[src/rtl/fifo_status_pkg.sv]
// Shared types and helpers for the multi-channel FIFO status/LED controller.
//   blink_state_t : states of the error blink-code sequencer
//   lowest_set()  : index of the lowest set bit of a (zero-extended) flag vector
package fifo_status_pkg;

  localparam int MAX_CH = 16;

  typedef enum logic [1:0] {
    IDLE = 2'd0,
    ON   = 2'd1,
    OFF  = 2'd2,
    GAP  = 2'd3
  } blink_state_t;

  // Walks from the top down so the last hit is the lowest index; returns 0
  // for an all-zero vector (callers only use it when some bit is set).
  function automatic logic [3:0] lowest_set(input logic [MAX_CH-1:0] vec);
    logic [3:0] idx;
    idx = '0;
    for (int i = MAX_CH - 1; i >= 0; i--) begin
      if (vec[i]) idx = 4'(i);
    end
    return idx;
  endfunction

endpackage

[src/rtl/fifo_multi_ch_status_led_sync_bit.sv]
// status_sync_bit: SYNC_STAGE-deep flop chain bringing one asynchronous level
// into the led_clk domain.
//   led_clk : destination clock
//   sys_rst : asynchronous, active-high reset (chain clears to 0)
//   d       : asynchronous input level
//   q       : synchronised level, SYNC_STAGE cycles behind d
module status_sync_bit #(
  parameter int SYNC_STAGE = 2
) (
  input  logic led_clk,
  input  logic sys_rst,
  input  logic d,
  output logic q
);

  logic [SYNC_STAGE-1:0] chain;

  // NOTE: clocked state uses non-blocking assignments so every flop samples
  // the pre-edge value of its neighbour; blocking here would collapse the chain.
  always_ff @(posedge led_clk or posedge sys_rst) begin
    if (sys_rst) chain <= '0;
    else         chain <= {chain[SYNC_STAGE-2:0], d};
  end

  assign q = chain[SYNC_STAGE-1];

endmodule

[src/rtl/fifo_multi_ch_status_led.sv]
// fifo_multi_ch_status_led: status/LED controller for NUM_CH FIFO self-test
// channels living in unrelated clock domains.
//   led_clk, sys_rst : block clock, asynchronous active-high reset
//   ch_error_i       : per-channel compare-error level (async)
//   ch_full_i        : per-channel FIFO full level (async)
//   ch_empty_i       : per-channel FIFO empty level (async)
//   err_clear_i      : synchronous clear of flags, counters and blink sequencer
//   led_blink_o      : heartbeat, toggles on every prescaler tick
//   led_error_o      : blink code, k+1 pulses for lowest failing channel k
//   led_full_o       : OR of synchronised full levels (registered)
//   led_empty_o      : AND of synchronised empty levels (registered)
//   err_flag_o       : per-channel error flag (sticky or live, see MODE)
//   err_cnt_o        : saturating error-event counters, channel 0 in LSBs
module fifo_multi_ch_status_led
  import fifo_status_pkg::*;
#(
  parameter int    NUM_CH     = 4,
  parameter int    SYNC_STAGE = 2,
  parameter int    DIV_W      = 20,
  parameter int    ERR_CNT_W  = 8,
  parameter int    GAP_TICKS  = 4,
  parameter string MODE       = "STICKY"
) (
  input  logic                        led_clk,
  input  logic                        sys_rst,
  input  logic [NUM_CH-1:0]           ch_error_i,
  input  logic [NUM_CH-1:0]           ch_full_i,
  input  logic [NUM_CH-1:0]           ch_empty_i,
  input  logic                        err_clear_i,
  output logic                        led_blink_o,
  output logic                        led_error_o,
  output logic                        led_full_o,
  output logic                        led_empty_o,
  output logic [NUM_CH-1:0]           err_flag_o,
  output logic [NUM_CH*ERR_CNT_W-1:0] err_cnt_o
);

  localparam bit LIVE_MODE = (MODE == "LIVE");
  localparam int CODE_W    = (NUM_CH > 1) ? $clog2(NUM_CH) : 1;
  localparam int PULSE_W   = $clog2(NUM_CH + 1);
  localparam int GAP_W     = $clog2(GAP_TICKS + 1);

  // ---------------------------------------------------------------- sync
  logic [NUM_CH-1:0] err_s, full_s, empty_s;

  for (genvar ch = 0; ch < NUM_CH; ch++) begin : g_sync
    status_sync_bit #(.SYNC_STAGE(SYNC_STAGE)) u_err (
      .led_clk (led_clk), .sys_rst (sys_rst), .d (ch_error_i[ch]), .q (err_s[ch])
    );
    status_sync_bit #(.SYNC_STAGE(SYNC_STAGE)) u_full (
      .led_clk (led_clk), .sys_rst (sys_rst), .d (ch_full_i[ch]), .q (full_s[ch])
    );
    status_sync_bit #(.SYNC_STAGE(SYNC_STAGE)) u_empty (
      .led_clk (led_clk), .sys_rst (sys_rst), .d (ch_empty_i[ch]), .q (empty_s[ch])
    );
  end

  // ----------------------------------------------------------- prescaler
  logic [DIV_W-1:0] div_cnt;
  logic             tick;

  assign tick = &div_cnt;

  always_ff @(posedge led_clk or posedge sys_rst) begin
    if (sys_rst) begin
      div_cnt     <= '0;
      led_blink_o <= 1'b0;
    end else begin
      div_cnt <= div_cnt + DIV_W'(1);
      if (tick) led_blink_o <= ~led_blink_o;
    end
  end

  // ------------------------------------- edge detect, flags and counters
  logic [NUM_CH-1:0]    err_d;
  logic [NUM_CH-1:0]    rise;
  logic [ERR_CNT_W-1:0] err_cnt [NUM_CH];

  assign rise = err_s & ~err_d;

  // err_d keeps tracking during a clear, so an edge coinciding with the
  // clear is consumed and never counted afterwards.
  // NOTE: the counter array is a handful of flops, not a RAM, so it takes
  // the async reset like every other register in the block.
  always_ff @(posedge led_clk or posedge sys_rst) begin
    if (sys_rst) begin
      err_d      <= '0;
      err_flag_o <= '0;
      for (int ch = 0; ch < NUM_CH; ch++) err_cnt[ch] <= '0;
    end else begin
      err_d <= err_s;
      if (err_clear_i) begin
        err_flag_o <= '0;
        for (int ch = 0; ch < NUM_CH; ch++) err_cnt[ch] <= '0;
      end else begin
        if (LIVE_MODE) err_flag_o <= err_s;
        else           err_flag_o <= err_flag_o | rise;
        for (int ch = 0; ch < NUM_CH; ch++) begin
          if (rise[ch] && !(&err_cnt[ch])) err_cnt[ch] <= err_cnt[ch] + ERR_CNT_W'(1);
        end
      end
    end
  end

  for (genvar ch = 0; ch < NUM_CH; ch++) begin : g_cnt_pack
    assign err_cnt_o[ch*ERR_CNT_W +: ERR_CNT_W] = err_cnt[ch];
  end

  // ------------------------------------------------- full/empty aggregates
  always_ff @(posedge led_clk or posedge sys_rst) begin
    if (sys_rst) begin
      led_full_o  <= 1'b0;
      led_empty_o <= 1'b0;
    end else begin
      led_full_o  <= |full_s;
      led_empty_o <= &empty_s;
    end
  end

  // ------------------------------------------------- blink-code sequencer
  blink_state_t       state, state_nxt;
  logic [CODE_W-1:0]  code, code_nxt;
  logic [PULSE_W-1:0] pulse_cnt, pulse_nxt;
  logic [GAP_W-1:0]   gap_cnt, gap_nxt;

  always_ff @(posedge led_clk or posedge sys_rst) begin
    if (sys_rst) begin
      state     <= IDLE;
      code      <= '0;
      pulse_cnt <= '0;
      gap_cnt   <= '0;
    end else begin
      state     <= state_nxt;
      code      <= code_nxt;
      pulse_cnt <= pulse_nxt;
      gap_cnt   <= gap_nxt;
    end
  end

  // NOTE: every variable gets its hold value before the case so no path
  // leaves one unassigned, which would infer a latch.
  always_comb begin
    state_nxt = state;
    code_nxt  = code;
    pulse_nxt = pulse_cnt;
    gap_nxt   = gap_cnt;
    if (err_clear_i) begin
      state_nxt = IDLE;
      code_nxt  = '0;
      pulse_nxt = '0;
      gap_nxt   = '0;
    end else if (tick) begin
      case (state)
        IDLE: begin
          // The code is frozen for the whole sequence; flag changes are
          // only looked at again on the next visit to IDLE.
          if (|err_flag_o) begin
            code_nxt  = CODE_W'(lowest_set(MAX_CH'(err_flag_o)));
            pulse_nxt = '0;
            state_nxt = ON;
          end
        end
        ON:  state_nxt = OFF;
        OFF: begin
          pulse_nxt = pulse_cnt + PULSE_W'(1);
          if (int'(pulse_cnt) + 1 == int'(code) + 1) begin
            gap_nxt   = '0;
            state_nxt = GAP;
          end else begin
            state_nxt = ON;
          end
        end
        GAP: begin
          gap_nxt = gap_cnt + GAP_W'(1);
          if (int'(gap_cnt) + 1 == GAP_TICKS) state_nxt = IDLE;
        end
        default: state_nxt = IDLE;
      endcase
    end
  end

  assign led_error_o = (state == ON);

endmodule
[config.mk]
export PLATFORM = sky130hd
export DESIGN_NAME = fifo_multi_ch_status_led
export DESIGN_NICKNAME = d
export VERILOG_FILES = /design/src/rtl/fifo_status_pkg.sv /design/src/rtl/fifo_multi_ch_status_led_sync_bit.sv /design/src/rtl/fifo_multi_ch_status_led.sv
export SDC_FILE = /design/constraint.sdc
export NUM_CORES = 1
export LEC_CHECK = 0
export CORE_MARGIN = 4
export CORE_UTILIZATION = 30
export CTS_CLUSTER_SIZE = 25
export DETAILED_ROUTE_END_ITERATION = 10
export DONT_BUFFER_PORTS = 1
export SYNTH_ARGS = -nofsm -noshare
export SYNTH_HDL_FRONTEND = slang
export SYNTH_SLANG_ARGS = --single-unit
[constraint.sdc]
create_clock -name led_clk -period 4.1 [get_ports led_clk]
set_input_delay 0.82 -clock led_clk [delete_from_list [all_inputs] [get_ports led_clk]]
set_output_delay 0.82 -clock led_clk [all_outputs]
set_load 0.005 [all_outputs]
---- Word-level counts from Yosys, hierarchy flattened ----
Cells that the tools add are included.
word-level totals
  latch bits .............................. 0
  input bits .............................. 15
  register bits after elaboration ......... 97
  output and inout bits ................... 40
  word-level logic and storage cells ...... 106
  ROM bits ................................ 0
  memories ................................ 0
  memory bits (writable) .................. 0
operators by class
  multipliers ............................. 0
  $lt $le $gt $ge ......................... 0
  add/subtract/negate cells ............... 10
  reductions and logical operators ........ 30
  equality and inequality tests ........... 8
  bitwise gates (word level) .............. 4
  div/mod/pow operators ................... 0
  mux-type cells .......................... 28
  shifts and indexed selects .............. 0
operators with widths
  kind                   number
  $add 8x1->8 const B    4
  $mux 32                1
  $mux 8                 4
  $reduce_and 8->1       4
  $mux 2                 13
  $add 20x1->20 const B  1
  $reduce_and 20->1      1
  $mux 3                 6
  $reduce_bool 2->1      7
  $pmux 3 s2             2
  $reduce_and 3->1       4
  $ne 3x3->1 const B     3
  $add 3x1->4 const B    2
  $pmux 2 s4             1
  $reduce_or 4->1        2
  $add 3x1->3 const B    2
  $reduce_bool 3->1      2
  $and 4x4->4            1
  $eq 2x2->1 const B     2
  $eq 4x3->1             1
  $eq 4x3->1 const B     1
  $logic_and 1x1->1      4
  $logic_not 1->1        4
  $mux 4                 1
  other kinds (7)        7

---- Longest topological paths before layout ----
  depth after elaboration ................. 8
  mapped depth ............................ 8
  mapped depth without buffers ............ 6

---- By module ----
From an unflattened synthesis, not the netlist that was laid out.
second synthesis, totals
  cells, all modules ...................... 378
  area, all modules ....................... 4,192.8 um^2
modules (own cells, without submodules)
  module                    instances  cells an instance  seq. area each (um^2)  area an instance (um^2)
  fifo_multi_ch_status_led  1          342                1,826.8                3,547.2
  status_sync_bit           12         3                  50.0                   53.8

---- Worst setup path after synthesis ----
OpenSTA, ideal clock, no wires.
  kind .................................... reg2reg
  start ................................... reg div_cnt[13]
  end ..................................... reg code[0]
  setup slack ............................. 1.759 ns
  data arrival time ....................... 2.216 ns
  setup time .............................. 0.125 ns
  required time ........................... 3.975 ns
  cell stages (with the launch flop) ...... 8
  buffers on the path ..................... 2
  clock period less this slack ............ 2.341 ns
  cells stage by stage .................... dfrtp_1 nand4_1 or4_1 buf_2 or2_0 buf_6 or4_4 mux2_4
on the way
  longest elaborated chain between the ends .. 3
ends and longest elaborated chain
  element                      RTL line                         RTL
  start, declared              fifo_multi_ch_status_led.sv:59   logic [DIV_W-1:0] div_cnt;
  start signal, assigned       fifo_multi_ch_status_led.sv:69   div_cnt <= div_cnt + DIV_W'(1);
  $reduce_and 20->1            fifo_multi_ch_status_led.sv:62   assign tick = &div_cnt;
  $reduce_bool 2->1 (no line)  n/a
  $reduce_and 3->1 (no line)   n/a
  end signal, assigned         fifo_multi_ch_status_led.sv:134  code <= code_nxt;
  end, declared                fifo_multi_ch_status_led.sv:122  logic [CODE_W-1:0] code, code_nxt;
No other way between the ends.
A chain may end at the register's enable or synchronous reset.

---- Worst setup path after layout ----
Ends and elaborated chain as after synthesis.

==> metrics <==
Die Y-Extent between 100 and 150 um; Cell variety after synth ~50; Clock Skews 0.00576 ns; syn_nets 388; CP startpoint kind flop; Min-Delay Path Class reg2reg; Fin. Hold Viols 0; status finished clean; RSZ-0062 raised after global routing no; initial core utilization 0.309; warnings from Yosys 0; max-cap violations 0; synth cell count leaders dfrtp_1 (97), nor2_1 (50), xor2_1 (26); PwrDens 415 nW/um2; DRT Pass-1 Iters 4; fin crit share 0.611; largest net degree at the start of global routing between 70 and 80; sequential share of power 0.521; Slew HR 0.362; worst-path maximum fanout 9; cell internal pwr ~1500 uW; net switching power approximately 400 uW; H-tree levels 3; clock latency on the worst-skew pair roughly 0.33 ns; Tmin final about 2.5 ns; crit end category flop; vias in the first global route ~2,600; setup TNS 0 ns; initial antenna violation count 0; Post-Place Cell Area about 4300 um2; logic gate share of total power 0.028; Mapped Avg Cell Area 11.3 um2; Max Root-Sink Buffers 2; Leak Pwr a little over 0.002 uW; # nets final approximately 400; post-placement cell count approximately 530; area of the core 13,300 um2; post-CTS setup buffers 0; R2R cell count 5; # IOs 55; Synth top area share 0.589; sequential share of the synthesized area 0.589; CTS tree done; clock network fraction of total power 0.451; standard-cell rows 42; count leader, synth dfrtp_1; I/O Buffers 0; wire per inst 14.2 um; WS Path Type reg2reg; Die Wd between 100 and 150 um; Max VDD drop 0.000210 V; asr flop ratio synth 1.00; Via density about 4.8; Post-route DRC 0; hpwl dp between 5 and 6 mm; Post-Layout Cell Count around 550; CP Data Arrival Time ~2.7 ns; ys flop type dfrtp_1; routed via count ~2,600; CTS sink cnt 97; area leader, netlist dfrtp_1; Syn Std Cell Area between 4000 and 5000 um2; final core occ 0.346; Hold Path Stages 0; post-route ant nets 0; Least-Margin Pin Slew ~0.96 ns; WP data required around 4.3 ns; number of setup violations in the final report 0; n_diodes 0; Total GRT Usage 0.105; Synth area leaders dfrtp_1 (59%), xor2_1 (5.5%), xnor2_1 (4.7%); die area around 16,000 um2; CTS Buf Count 9; EDFF count, synth 0; first-pass GRT wire length 13.4 mm; initial DRC count 87; hold_buf cts 0; final WL about 8 mm; register clock-pin slew on the reported worst setup and hold paths around 0.070 ns; max-slew violation count 0; post-synthesis to final-layout area growth 11.9%; CTS Root Cell clkbuf_16; RD Place Congestion 0.776; register bit count reported by yosys between 90 and 100; sw frac 0.207; Max Fclk 399 MHz; post_cts resized 0; fraction of layout cells with a size suffix above 1 0.0699; fillers ~1,400; GR Overflow Total 0; Finished Cell Area 4610 um2; post-synthesis cell count 364
[per-stage QoR]
step                hold slack [ns]  power (uW)  setup slack, ns
floorplan                     0.331        1060            0.746
global placement              0.333        1070             1.62
detailed placement            0.336        1070             1.60
CTS                           0.352        1950             1.58
global route                  0.359        2000             1.43
finish                        0.349        1920             1.59
[worst paths after layout]
path                                               startpoint                            endpoint  slack [ns]
hold / removal             g_sync[1].u_err.chain[0]$_DFF_PP0_  g_sync[1].u_err.chain[1]$_DFF_PP0_        0.35
min in group asynchronous                             sys_rst                led_full_o$_DFF_PP0_        0.55
setup / recovery                        div_cnt[13]$_DFF_PP0_                 code[0]$_DFFE_PP0P_        1.59
setup reg to reg                        div_cnt[13]$_DFF_PP0_                 code[0]$_DFFE_PP0P_        1.59
hold reg to reg            g_sync[1].u_err.chain[0]$_DFF_PP0_  g_sync[1].u_err.chain[1]$_DFF_PP0_        0.35
max in group asynchronous                             sys_rst                div_cnt[3]$_DFF_PP0_        2.68
[cells in the final DEF (no fill, tap or decap), types with 4 or more instances in the layout]
master,count
a21oi_1,12
and2_1,5
and3_1,7
clkbuf_16,9
dfrtp_1,97
ha_1,9
inv_1,10
mux2i_1,4
nand2_1,18
nand2b_1,9
nand3_1,11
nand4_1,18
nor2_1,50
nor3_1,7
o21ai_0,4
xnor2_1,22
xor2_1,26
[state kept, by name, indices dropped and copies added, names as in the netlist, 3 cells and up]
| name | cells |
|---|---|
| div_cnt | 20 |
| err_cnt_o | 32 |
| err_d | 4 |
| err_flag_o | 4 |
| g_sync.u_empty.chain | 8 |
| g_sync.u_err.chain | 8 |
| g_sync.u_full.chain | 8 |
| gap_cnt | 3 |
| pulse_cnt | 3 |
[layout make-up]
type | instances | area, um2 | area share
sequential | 97 | 2430 | 0.526
multi-input combinational | 247 | 1600 | 0.347
clock buffer | 12 | 267 | 0.0578
tap | 176 | 220 | 0.0477
clock inverter | 4 | 48.8 | 0.0106
inverter | 11 | 43.8 | 0.00949
timing repair buffer | 1 | 7.51 | 0.00163
[power groups by stage]
stage               Combinational (uW)  Clock, uW  Sequential (uW)
detailed placement                55.5          0             1020
global route                      63.2        939             1000
finish                            53.5        865              998
CTS                               55.9        898              999
global placement                  53.7          0             1020
floorplan                         49.4          0             1010
[logic make-up after synthesis]
logic type / after synthesis / synth area share
compound gates: 40 / 0.0659
xor+xnor: 48 / 0.102
fa+ha+maj: 9 / 0.0273
buf+inv: 20 / 0.0231
flops: 97 / 0.589
mux: 5 / 0.0134
simple gates: 145 / 0.180
[critical path: stages, from the launching register on]
cell     delay [ns]
dfrtp_1        0.42
nand4_1        0.15
or4_1          0.62
or2_0          0.41
or4_4          0.49
mux2_4         0.30
[metal layers]
layer  track usage  vias up  wire length [um]
li1              -     1257                 -
met4        0.0446        0               162
met3        0.0307        8               379
met2         0.158       53              3650
met1         0.141     1296              3610
met5             0        -                 0
Power figures use the tool's default switching activity.
